$ cat src/rtl/othello_validator_pkg.sv
// Shared Othello definitions: cell encoding, board geometry, step constants, validator states.
// Latency: none (declarations only).
// Backpressure: none (declarations only).
package othello_pkg;

    localparam int BOARD_W = 10;
    localparam int CELLS   = 100;
    localparam int AW      = 7;

    localparam logic [1:0] CELL_EMPTY  = 2'b00;
    localparam logic [1:0] CELL_BLACK  = 2'b01;
    localparam logic [1:0] CELL_WHITE  = 2'b10;
    localparam logic [1:0] CELL_BORDER = 2'b11;

    localparam logic [4:0] STEP_H  = 5'd1;
    localparam logic [4:0] STEP_V  = 5'd10;
    localparam logic [4:0] STEP_D1 = 5'd9;
    localparam logic [4:0] STEP_D2 = 5'd11;

    // Longest opponent run that can sit between two squares on an 8x8 board.
    localparam logic [2:0] MAX_RUN = 3'd6;

    typedef enum logic [1:0] {
        IDLE  = 2'd0,
        ISSUE = 2'd1,
        CHECK = 2'd2,
        DONE  = 2'd3
    } val_state_t;

    function automatic logic [1:0] opponent_of(input logic player);
        return player ? CELL_BLACK : CELL_WHITE;
    endfunction

    function automatic logic [1:0] own_of(input logic player);
        return player ? CELL_WHITE : CELL_BLACK;
    endfunction

endpackage

$ cat src/rtl/othello_validator_if.sv
// Controller and board-RAM signal bundle for the direction validator.
// Latency: none (wiring only).
// Backpressure: none; the controller polls s_done_o.
interface othello_validator_if;
    import othello_pkg::*;

    logic          ld;
    logic          enable;
    logic [AW-1:0] pos_in;
    logic [4:0]    step_in;
    logic          step_sign_in;
    logic          player_in;
    logic [AW-1:0] mem_addr_o;
    logic          mem_rd_o;
    logic [1:0]    mem_data_i;
    logic          s_done_o;
    logic          dir_status_o;
    logic [2:0]    run_len_o;

    // Controller plus RAM side.
    modport master (
        output ld, enable, pos_in, step_in, step_sign_in, player_in, mem_data_i,
        input  mem_addr_o, mem_rd_o, s_done_o, dir_status_o, run_len_o
    );

    // Validator side.
    modport slave (
        input  ld, enable, pos_in, step_in, step_sign_in, player_in, mem_data_i,
        output mem_addr_o, mem_rd_o, s_done_o, dir_status_o, run_len_o
    );

endinterface

$ cat src/rtl/othello_validator_addr_step.sv
// Board address stepper: cur +/- step with an out-of-board flag (borrow or >= CELLS).
// Latency: combinational.
// Backpressure: none.
module board_addr_step
    import othello_pkg::*;
(
    input  logic [AW-1:0] cur,
    input  logic [4:0]    step,
    input  logic          sign,
    output logic [AW-1:0] nxt,
    output logic          oob
);

    localparam logic [AW:0] CELLS_X = (AW+1)'(CELLS);

    logic [AW:0] step_x;
    logic [AW:0] full;

    // One extra bit catches both the subtract borrow and the add overflow.
    always_comb begin
        step_x = {{(AW+1-5){1'b0}}, step};
        full   = sign ? ({1'b0, cur} - step_x) : ({1'b0, cur} + step_x);
        nxt    = full[AW-1:0];
        oob    = full[AW] | (full >= CELLS_X);
    end

endmodule

$ cat src/rtl/othello_validator.sv
// Walks one direction from a candidate square and reports whether it brackets opponent discs.
// Latency: 2 cycles per examined cell; done in cycle 2k+1 (cycle 2 if first step leaves the board).
// Backpressure: none; ld/enable ignored mid-walk, result held in DONE until the next enable.
module othello_validator
    import othello_pkg::*;
(
    input  logic                clock,
    input  logic                reset,
    othello_validator_if.slave  bus
);

    val_state_t    state;
    logic [AW-1:0] pos_r;
    logic [AW-1:0] cur;
    logic [4:0]    step_r;
    logic          sign_r;
    logic          player_r;
    logic [2:0]    run;
    logic          bad;

    logic [AW-1:0] base;
    logic [4:0]    stp;
    logic          sgn;
    logic [AW-1:0] nxt;
    logic          oob;

    // Step source: the next cell is computed one state early so the read strobe can be registered.
    // From IDLE/DONE it uses the values being loaded this cycle when ld is high.
    always_comb begin
        base = pos_r;
        stp  = step_r;
        sgn  = sign_r;
        if (state == CHECK) begin
            base = cur;
        end else if (bus.ld) begin
            base = bus.pos_in;
            stp  = bus.step_in;
            sgn  = bus.step_sign_in;
        end
    end

    board_addr_step u_step (
        .cur  (base),
        .step (stp),
        .sign (sgn),
        .nxt  (nxt),
        .oob  (oob)
    );

    // Walk state machine with registered outputs; the read address only moves when a read is issued.
    always_ff @(posedge clock or negedge reset) begin
        if (!reset) begin
            state            <= IDLE;
            pos_r            <= '0;
            cur              <= '0;
            step_r           <= '0;
            sign_r           <= 1'b0;
            player_r         <= 1'b0;
            run              <= '0;
            bad              <= 1'b0;
            bus.mem_addr_o   <= '0;
            bus.mem_rd_o     <= 1'b0;
            bus.s_done_o     <= 1'b0;
            bus.dir_status_o <= 1'b0;
            bus.run_len_o    <= '0;
        end else begin
            case (state)
                IDLE, DONE: begin
                    if (bus.ld) begin
                        pos_r    <= bus.pos_in;
                        step_r   <= bus.step_in;
                        sign_r   <= bus.step_sign_in;
                        player_r <= bus.player_in;
                    end
                    if (bus.enable) begin
                        run              <= '0;
                        bus.s_done_o     <= 1'b0;
                        bus.dir_status_o <= 1'b0;
                        bus.run_len_o    <= '0;
                        bad              <= oob;
                        if (!oob) begin
                            cur            <= nxt;
                            bus.mem_addr_o <= nxt;
                            bus.mem_rd_o   <= 1'b1;
                        end
                        state <= ISSUE;
                    end
                end
                ISSUE: begin
                    bus.mem_rd_o <= 1'b0;
                    if (bad) begin
                        bus.s_done_o <= 1'b1;
                        state        <= DONE;
                    end else begin
                        state <= CHECK;
                    end
                end
                CHECK: begin
                    if (bus.mem_data_i == opponent_of(player_r)) begin
                        if (run == MAX_RUN) begin
                            bus.s_done_o <= 1'b1;
                            state        <= DONE;
                        end else begin
                            run <= run + 3'd1;
                            bad <= oob;
                            if (!oob) begin
                                cur            <= nxt;
                                bus.mem_addr_o <= nxt;
                                bus.mem_rd_o   <= 1'b1;
                            end
                            state <= ISSUE;
                        end
                    end else if (bus.mem_data_i == own_of(player_r) && run != 3'd0) begin
                        bus.s_done_o     <= 1'b1;
                        bus.dir_status_o <= 1'b1;
                        bus.run_len_o    <= run;
                        state            <= DONE;
                    end else begin
                        bus.s_done_o <= 1'b1;
                        state        <= DONE;
                    end
                end
                default: state <= IDLE;
            endcase
        end
    end

endmodule
$ cat src/flat_wrapper.sv
// flat-port wrapper written by rule: the top's interface ports become plain ports
module othello_validator_flat import othello_pkg::*;
  (clock, reset, bus_ld, bus_enable, bus_pos_in, bus_step_in, bus_step_sign_in, bus_player_in, bus_mem_data_i, bus_mem_addr_o, bus_mem_rd_o, bus_s_done_o, bus_dir_status_o, bus_run_len_o);
  othello_validator_if bus_i ();
  input  logic clock;
  input  logic reset;
  input wire logic [$bits(bus_i.ld)-1:0] bus_ld;
  input wire logic [$bits(bus_i.enable)-1:0] bus_enable;
  input wire logic [$bits(bus_i.pos_in)-1:0] bus_pos_in;
  input wire logic [$bits(bus_i.step_in)-1:0] bus_step_in;
  input wire logic [$bits(bus_i.step_sign_in)-1:0] bus_step_sign_in;
  input wire logic [$bits(bus_i.player_in)-1:0] bus_player_in;
  input wire logic [$bits(bus_i.mem_data_i)-1:0] bus_mem_data_i;
  output wire logic [$bits(bus_i.mem_addr_o)-1:0] bus_mem_addr_o;
  output wire logic [$bits(bus_i.mem_rd_o)-1:0] bus_mem_rd_o;
  output wire logic [$bits(bus_i.s_done_o)-1:0] bus_s_done_o;
  output wire logic [$bits(bus_i.dir_status_o)-1:0] bus_dir_status_o;
  output wire logic [$bits(bus_i.run_len_o)-1:0] bus_run_len_o;
  assign bus_i.ld = bus_ld;
  assign bus_i.enable = bus_enable;
  assign bus_i.pos_in = bus_pos_in;
  assign bus_i.step_in = bus_step_in;
  assign bus_i.step_sign_in = bus_step_sign_in;
  assign bus_i.player_in = bus_player_in;
  assign bus_i.mem_data_i = bus_mem_data_i;
  assign bus_mem_addr_o = bus_i.mem_addr_o;
  assign bus_mem_rd_o = bus_i.mem_rd_o;
  assign bus_s_done_o = bus_i.s_done_o;
  assign bus_dir_status_o = bus_i.dir_status_o;
  assign bus_run_len_o = bus_i.run_len_o;
  othello_validator u_core (.clock(clock), .reset(reset), .bus(bus_i));
endmodule
$ cat config.mk
export PLATFORM = sky130hd
export DESIGN_NAME = othello_validator_flat
export DESIGN_NICKNAME = d
export VERILOG_FILES = /design/src/rtl/othello_validator_pkg.sv /design/src/rtl/othello_validator_if.sv /design/src/rtl/othello_validator_addr_step.sv /design/src/rtl/othello_validator.sv /design/src/flat_wrapper.sv
export SDC_FILE = /design/constraint.sdc
export NUM_CORES = 1
export LEC_CHECK = 0
export ABC_AREA = 1
export CAP_MARGIN = 40
export CORE_AREA = 2 2 70 72
export CTS_BUF_LIST = sky130_fd_sc_hd__clkbuf_8 sky130_fd_sc_hd__clkbuf_16
export DETAILED_ROUTE_END_ITERATION = 10
export DIE_AREA = 0 0 72 74
export GPL_TIMING_DRIVEN = 1
export PLACE_DENSITY = 0.73
export SETUP_SLACK_MARGIN = 0.3
export SYNTH_ARGS = -nofsm -noshare
export SYNTH_HDL_FRONTEND = slang
export SYNTH_SLANG_ARGS = --single-unit
$ cat constraint.sdc
create_clock -name clock -period 4 [get_ports clock]
set_input_delay 1 -clock clock [delete_from_list [all_inputs] [get_ports clock]]
set_output_delay 1 -clock clock [all_outputs]
set_load 0.03 [all_outputs]
-- Word-level counts from Yosys, hierarchy flattened
Cells that the tools add are included.
- register bits after elaboration: 40
- logic and storage cells: 89
- bitwise operators: 1
- $add $sub $neg: 3
- magnitude comparators: 1
- reduce and logical (&&, ||, !) cells: 10
- equality and inequality tests: 13
- mux-type cells: 48
- operators by type and width (operator ; number):
    2-to-1 mux 7 bit ; 10
    case mux 7 bit (2 select lines) ; 2
    2-to-1 mux 1 bit ; 16
    2-to-1 mux 3 bit ; 5
    case mux 3 bit (2 select lines) ; 2
    2-to-1 mux 2 bit ; 5
    2-to-1 mux 5 bit ; 2
    != test 2 bit, second input constant ; 5
    adder 7 x 5 -> 8 bit ; 1
    >= comparator 8 x 7 -> 1 bit, second input constant ; 1
    2-to-1 mux 8 bit ; 1
    AND reduction 4 bit ; 2
    subtractor 7 x 5 -> 8 bit ; 1
    case mux 1 bit (3 select lines) ; 2
    case mux 2 bit (3 select lines) ; 1
    AND reduction 3 bit ; 2
    == test 2 bit ; 2
    == test 2 bit, second input constant ; 2
    case mux 1 bit (2 select lines) ; 2
    adder 3 x 1 -> 3 bit, second input constant ; 1
    == test 3 bit, second input constant ; 1
    != test 3 bit, second input constant ; 1
    nonzero test 3 bit ; 1
    == test 2 x 1 -> 1 bit, second input constant ; 1
    7 further kinds ; 7

-- Logic depth before layout (Yosys ltp)
Gate-level depths: netlist of run 1.
- depth in word-level cells: 10
- gate-level depth with buffers: 23
- depth with buffers taken out: 23

-- Cells and area by module
Synthesis of run 1 repeated with hierarchy kept, for this count alone.
- cell total of the unflattened synthesis: 310
- area total of the unflattened synthesis: 2332.2 sq um
- modules (own cells, without submodules) (module ; area each (sq um) ; sequential area each (sq um) ; instances ; cells each):
    othello_validator ; 1843.0 ; 825.8 ; 1 ; 218
    board_addr_step ; 489.2 ; 0.0 ; 1 ; 92

-- Worst setup path after synthesis of run 1
No wires, ideal clock.
- path type: input to register
- from: input bus_ld
- to: register u_core.bad
- data arrival time: 3.011 ns
- library setup time: 0.064 ns
- stages on the path: 17
- setup slack: 0.924 ns
- path buffers: 1
- cells stage by stage: buf_4 nand3_2 nand2_2 ha_1 inv_1 o31ai_1 xnor2_1 ha_1 nand2_1 inv_1 nand3_1 nand3_1 nand2_1 nand2_1 nand3_2 nand3_4 o21a_1
- longest elaborated chain between the ends: 9
- elaborated cells on any way between the ends: 15
- RTL lines (element ; RTL line ; text):
    start: declaration ; flat_wrapper.sv:7 ; input wire logic [$bits(bus_i.ld)-1:0] bus_ld;
    2-to-1 mux 7 bit / 2-to-1 mux 5 bit (equally long branches) ; - ;
    2-to-1 mux 7 bit / 2-to-1 mux 5 bit (equally long branches) ; othello_validator.sv:33 ; if (state == CHECK) begin
    adder 7 x 5 -> 8 bit / subtractor 7 x 5 -> 8 bit (equally long branches) ; othello_validator_addr_step.sv:22 ; full = sign ? ({1'b0, cur} - step_x) : ({1'b0, cur} + step_x);
    2-to-1 mux 8 bit * ; othello_validator_addr_step.sv:22 ;
    >= comparator 8 x 7 -> 1 bit ; othello_validator_addr_step.sv:24 ; oob = full[AW] | (full >= CELLS_X);
    OR 1 bit * ; othello_validator_addr_step.sv:24 ;
    2-to-1 mux 1 bit ; othello_validator.sv:100 ; if (run == MAX_RUN) begin
    2-to-1 mux 1 bit ; othello_validator.sv:99 ; if (bus.mem_data_i == opponent_of(player_r)) begin
    case mux 1 bit (2 select lines) * ; othello_validator.sv:67 ; case (state)
    end signal: assignment ; othello_validator.sv:80 ; bad <= oob;
    end signal: assignment ; othello_validator.sv:105 ; bad <= oob;
    end: declaration ; othello_validator.sv:19 ; logic bad;
Every way passes the cells marked *; elsewhere a longest branch is shown, timed or not. The select of a mux whose other input is x is not followed.
A chain may end at the register's enable or synchronous reset.

-- Worst setup path in the final report of run 1
- from: input bus_ld
- to: register u_core.bus.mem_addr_o[1]
- longest elaborated chain between the ends: 10
- elaborated cells on any way between the ends: 16
- RTL lines (element ; RTL line ; text):
    2-to-1 mux 7 bit / 2-to-1 mux 5 bit (equally long branches) ; - ;
    2-to-1 mux 7 bit / 2-to-1 mux 5 bit (equally long branches) ; othello_validator.sv:33 ;
    adder 7 x 5 -> 8 bit / subtractor 7 x 5 -> 8 bit (equally long branches) ; othello_validator_addr_step.sv:22 ;
    2-to-1 mux 8 bit * ; othello_validator_addr_step.sv:22 ;
    >= comparator 8 x 7 -> 1 bit ; othello_validator_addr_step.sv:24 ;
    OR 1 bit ; othello_validator_addr_step.sv:24 ;
    2-to-1 mux 7 bit * ; othello_validator.sv:81, othello_validator.sv:106 ;
    2-to-1 mux 7 bit ; othello_validator.sv:100 ;
    2-to-1 mux 7 bit ; othello_validator.sv:99 ;
    case mux 7 bit (2 select lines) * ; othello_validator.sv:67 ;
    end signal: assignment ; othello_validator.sv:83 ; bus.mem_addr_o <= nxt;
    end signal: assignment ; othello_validator.sv:108 ; bus.mem_addr_o <= nxt;
    end: declaration ; othello_validator_if.sv:29 ; output mem_addr_o, mem_rd_o, s_done_o, dir_status_o, run_len_o
Marks and branches as above.

==> results of run 1 <==
[flip-flops by register name, summed over array words and instances, names as in the netlist, 2 cells and up]
name / count
u_core.bus.mem_addr_o: 7
u_core.bus.run_len_o: 3
u_core.pos_r: 7
u_core.run: 3
u_core.state: 2
u_core.step_r: 5
[what timing repair did]
action / in CTS / in global routing
gates resized for setup: 1 / 3
pin swaps: 0 / 1
endpoints found under the setup margin: 9 / 9
[report_power, final]
part	switching, mW	internal (mW)
sequential	0.0810	0.476
clock	0.122	0.200
combinational	1.09	0.622
total	1.30	1.30
[cells in the mapped netlist]
library cell   n  share of area
a211oi_1       1         0.0034
a21o_1         1         0.0034
a21oi_1       12          0.027
a31oi_1        1         0.0028
buf_2          1         0.0022
buf_4          2         0.0067
clkbuf_1       3         0.0051
dfrtp_1       33           0.37
fa_1           1         0.0090
ha_1          14          0.079
inv_1         47          0.079
inv_2          1         0.0017
mux2_2         6          0.030
nand2_1       72           0.12
nand2_2        6          0.017
nand2_4        2          0.010
nand3_1       13          0.029
nand3_2        4          0.018
nand3_4        1         0.0079
nand3b_1       1         0.0034
nand4_1       10          0.028
nor2_1        16          0.027
nor2_2         1         0.0028
nor3_1         1         0.0022
o211ai_1       1         0.0034
o21a_1         1         0.0034
o21ai_0       27          0.061
o21ai_1        1         0.0022
o21ai_2        1         0.0039
o21ai_4        1         0.0073
o22ai_1        2         0.0056
o31ai_1        2         0.0067
or2_2          1         0.0028
xnor2_1        2         0.0079
xor2_1         2         0.0079
[critical path, cell delays in order]
cell and delay, ps:
dlygate4sd2_1 400, nand2_4 160, nand2_1 110, nand2_2 70
ha_1 200, inv_1 100, nand2_1 70, xor2_1 150
ha_1 370, nand2_1 80, inv_1 70, nand2_1 60
nand2_1 80, nand3_1 70, nand2_1 90, nand3_2 100
nand2_4 140, nand3_4 120, nand2_1 110, nand2_1 50
[cell type report]
cell class / count / area (µm²)
multi-input combinational: 204 / 1200
fill: 424 / 1860
inverter: 48 / 180
timing repair buffer: 35 / 342
sequential: 33 / 826
clock buffer: 6 / 82.6
tap: 54 / 67.6
clock inverter: 2 / 33.8
[kinds of logic (layout without fill, tap and decap cells)]
family                     count (synthesis)  count (layout)  share of synthesized area
AOI/OAI and AO/OA                         51              51                      0.130
muxes                                      6               6                     0.0304
buffers and inverters                     54              91                     0.0950
adders and majority gates                 15              15                     0.0877
xor gates and xnor gates                   4               4                     0.0158
DFF                                       33              33                      0.371
and+or+nand+nor                          128             128                      0.270
[metal layers]
| layer | GRT usage | vias up |
|---|---|---|
| li1 | - | 1018 |
| met1 | 0.259 | 945 |
| met2 | 0.388 | 33 |
| met3 | 0.0298 | 7 |
| met4 | 0.0797 | 0 |
| met5 | 0 | - |
[worst paths after layout]
| kind | from | endpoint | slack, ps | depth (start not counted) |
|---|---|---|---|---|
| setup reg to reg | u_core.state[0] | u_core.bus.mem_addr_o[1] | 760 | 22 |
| min in group asynchronous | reset | u_core.bus.dir_status_o | 1120 | 2 |
| hold reg to reg | u_core.bus.dir_status_o | u_core.bus.dir_status_o | 470 | 2 |
| setup / recovery | bus_ld | u_core.bus.mem_addr_o[1] | 550 | 20 |
| max in group asynchronous | reset | u_core.pos_r[5] | 2580 | 2 |
| hold / removal | u_core.bus.dir_status_o | u_core.bus.dir_status_o | 470 | 2 |
[per-stage QoR]
step	setup TNS, ps	std cells	setup WS, ps
detailed placement	-396	374	-56.9
finish	0	382	547
global placement	0	374	82.0
global route	0	382	305
floorplan	0	291	924
CTS	0	382	464
==> results.toml, run 1 <==
[outcome]
status = "finished, final reports clean"

[power_and_ir_drop]
power_mw = 2.59
ir_drop_uv = 579
p_leak_nw = 1.37
powerDensity_nw_per_um2 = 949

[finish]
nNetsFinal = 362
area.growth.synth_to_final_pct = 22.9
fin_area_um2 = 2730
diodes = 0
final_util = 0.595
layout_common_cells = "72 x nand2_1, 48 x inv_1, 33 x dfrtp_1"
layout_commonest_cell = "nand2_1"
drive_gt1_frac = 0.110

[die]
core_um2 = 4600
ios = 33
die_area_um2 = 5330
start_util = 0.484
die_w_um = 72
rows = 25
die_y_um = 74

[sta]
fin_hold_ws_ps = 471
rsz0062_at_grt = "false"
setup_viol = 0
period_minus_slack_ps = 3450
drv_slew = 0
min_period_over_period = 0.863
max_freq_mhz = 290
skew_ps = 6.73
max_slew.worst_pin.slew_ps = 722
hold_viol = 0
relSlewSlack = 0.517

[clock_tree]
ctsHoldBuffers = 0
cts_root_buf = "clkbuf_8"
numCtsBuffers = 5
cts_tree = "yes"
postCtsSetupRepairBufs = 0
htreeDepth = 2
numClockSinks = 33
clkTransAtPathRegs_ps = 70
clk_latency_ps = 290
clk_path_buf_depth = 2

[global_routing]
antenna_found_initial = 0
grt_pass1_wl_mm = 8.82
track_usage = 0.214
grt_max_degree = 34
grt_pass1_vias = 1945
grt_overflow = 0

[drt]
topRoutingLayerUsed = "met4"
wl_met1_mm = 2.31
wl_met2_mm = 2.57
avgRoutedWirePerCell_um = 13.4
wl_mm = 5.13
postRouteAntennaNets = 0
drc = 0
drt_pass1_iterations = 4
wl_met3_um = 169
drtIter0Drc = 107
viasPerCell = 5.24
vias = 2003

[placement]
postPlaceCellArea_um2 = 2600
hpwl_mm = 3.89
gp_congestion = 0.958
io_buffers = 32

[min_path]
worst_hold_path_type = "reg -> reg"

[yosys]
synth.avg_cell_area_um2 = 7.64
syn_inst = 291
syn-num-nets = 326
netlist_area_um2 = 2220
yosys.cell_types.count = 35
ys_warn_count = 0
seq_area_frac_synth = 0.371
ys_ff_latch = 33

[worst_setup_path]
worst-setup-path-type = "in -> reg"
cp-start-kind = "input pin"
crit_path_end_kind = "flip-flop"
crit_fanout = 9
cp.required_ps = 4180
cp.arrival_ps = 3630

[run]
maxCapViolations = 0
(Power assumes the default switching activity.)
==> run 2: changes to the inputs <==
- CTS_BUF_LIST: sky130_fd_sc_hd__clkbuf_8 sky130_fd_sc_hd__clkbuf_16 -> sky130_fd_sc_hd__clkbuf_2
==> run 2 against run 1 <==
Against the previous run:
- utilization fell by 1.4 points
- power shrank 6.1%
- register-to-register slack got worse by 30 ps
==> results.toml, run 2 (same netlist as run 1, synthesis figures left out) <==
[sta]
max_slew.worst_pin.slew_ps = 731
period_minus_slack_ps = 3370
skew_ps = 19.3
fin_hold_ws_ps = 490
relSlewSlack = 0.512
setup_viol = 0
max_freq_mhz = 297
drv_slew = 0
rsz0062_at_grt = "false"
setup_slack_ps = 629
min_period_over_period = 0.843
hold_viol = 0

[finish]
fin_area_um2 = 2670
area.growth.synth_to_final_pct = 20.0
layout_common_cells = "72 x nand2_1, 47 x inv_1, 33 x dfrtp_1"
drive_gt1_frac = 0.104
fillCellCount = 430
stdcell_count = 382
layout_commonest_cell = "nand2_1"
top_regs = "u_core.bus.mem_addr_o x7, u_core.pos_r x7, u_core.step_r x5"
nNetsFinal = 362
diodes = 0

[power_and_ir_drop]
powerDensity_nw_per_um2 = 913
p_leak_nw = 1.36
power_mw = 2.44
ir_drop_uv = 552

[worst_setup_path]
max_stage_delay_ps = 390
worst-setup-path-type = "in -> reg"
crit_buf_inv = 3
cp.required_ps = 4310
cp.arrival_ps = 3680
crit_fanout = 9
cp-start-kind = "input pin"
crit_slowest_cell = "clkdlybuf4s50_1"
crit_path_end_kind = "flip-flop"
critical_path.top_delay_family = "simple AND/OR/NAND/NOR gates"
worst_path_most_repeated_cell = "nand2_1"
crit_chain = "clkdlybuf4s50_1 > inv_1 > nand3_2 > nand2_2 > ha_1 > inv_1 > o31ai_1 > xnor2_1 > ha_1 > nand2_1 > nor2_1 > nand2_1 > nand3_1 > nand2_1 > nand2_1 > nand3_2 > nand3_4 > o21a_1"

[clock_tree]
cts_tree = "yes"
clk_latency_ps = 360
cts_root_buf = "clkbuf_2"
postCtsSetupRepairBufs = 0
htreeDepth = 2
numClockSinks = 33
clkTransAtPathRegs_ps = 160
numCtsBuffers = 5
clk_path_buf_depth = 2

[drt]
wl_met1_mm = 2.38
drtIter0Drc = 113
viasPerCell = 5.18
wl_mm = 5.00
postRouteAntennaNets = 0
drt_pass1_iterations = 4
drc = 0
wl_met2_mm = 2.44
vias = 1979
avgRoutedWirePerCell_um = 13.1
wl_met3_um = 121
topRoutingLayerUsed = "met4"

[outcome]
status = "finished, final reports clean"

[placement]
dpl.cell_count = 374
hpwl_mm = 3.89
postPlaceCellArea_um2 = 2600
dp_slack_ps = -56.9
io_buffers = 32
gp_congestion = 0.958

[run]
maxCapViolations = 0

[die]
die_y_um = 74
die_area_um2 = 5330
core_um2 = 4600
start_util = 0.484
die_w_um = 72
ios = 33
rows = 25

[global_routing]
grt_max_degree = 34
grt_pass1_wl_mm = 8.62
grt_overflow = 0
track_usage = 0.208
antenna_found_initial = 0
grt_pass1_vias = 1923

[min_path]
worst_hold_path_type = "reg -> reg"
-- run 2: stage by stage --
| stage | utilization | TNS, ps |
|---|---|---|
| 3_3_place_gp | 0.566 | 0 |
| 6_report | 0.581 | 0 |
| 2_1_floorplan | - | 0 |
| 4_1_cts | 0.580 | 0 |
| 5_1_grt | 0.581 | 0 |
| 3_5_place_dp | 0.566 | -396 |
-- run 2: final cells by class --
class                      count  area (µm²)  share of cell area
clock buffer                   6        30.0              0.0112
clock inverter                 2        33.8              0.0127
inverter                      48         180              0.0675
timing repair buffer          35         345               0.129
sequential                    33         826               0.309
tap                           54        67.6              0.0253
multi-input combinational    204        1190               0.445
-- run 2: final timing paths --
| path | slack (ps) | startpoint | end | cells past startpoint |
|---|---|---|---|---|
| worst max-delay path | 630 | bus_step_in[0] | u_core.bad | 18 |
| worst min-delay path | 490 | u_core.bus.dir_status_o | u_core.bus.dir_status_o | 2 |
| worst max register to register | 730 | u_core.state[0] | u_core.bad | 19 |
| worst min register to register | 490 | u_core.bus.dir_status_o | u_core.bus.dir_status_o | 2 |
| max in group asynchronous | 2670 | reset | u_core.pos_r[5] | 2 |
| min in group asynchronous | 1020 | reset | u_core.pos_r[3] | 2 |
-- run 2: power by group --
part           switching, mW  internal (mW)  leakage, nW
Clock                  0.109          0.107       0.0406
Sequential            0.0824          0.474        0.407
Combinational           1.06          0.606        0.913
Total                   1.25           1.19         1.36
-- run 2: worst register-to-register path: stages, from the launching register on --
cell and delay, ps:
dfrtp_1 440, inv_1 60, ha_1 220, inv_2 230, nand3_1 150, nand2_2 120, ha_1 160, inv_1 60
o31ai_1 280, xnor2_1 100, ha_1 370, nand2_1 90, nor2_1 90, nand2_1 70, nand3_1 70, nand2_1 50
nand2_1 100, nand3_2 220, nand3_4 190, o21a_1 130
-- run 2: timing repair --
item,4_1_cts,5_1_grt
endpoints found under the setup margin,0,9
hold buffers,0,0
gates resized for setup,0,1
-- run 2: layer usage --
| layer | vias up | global-route usage |
|---|---|---|
| met4 | 0 | 0.0734 |
| met1 | 927 | 0.254 |
| met3 | 5 | 0.0339 |
| met2 | 29 | 0.374 |
| li1 | 1018 | - |
| met5 | - | 0 |
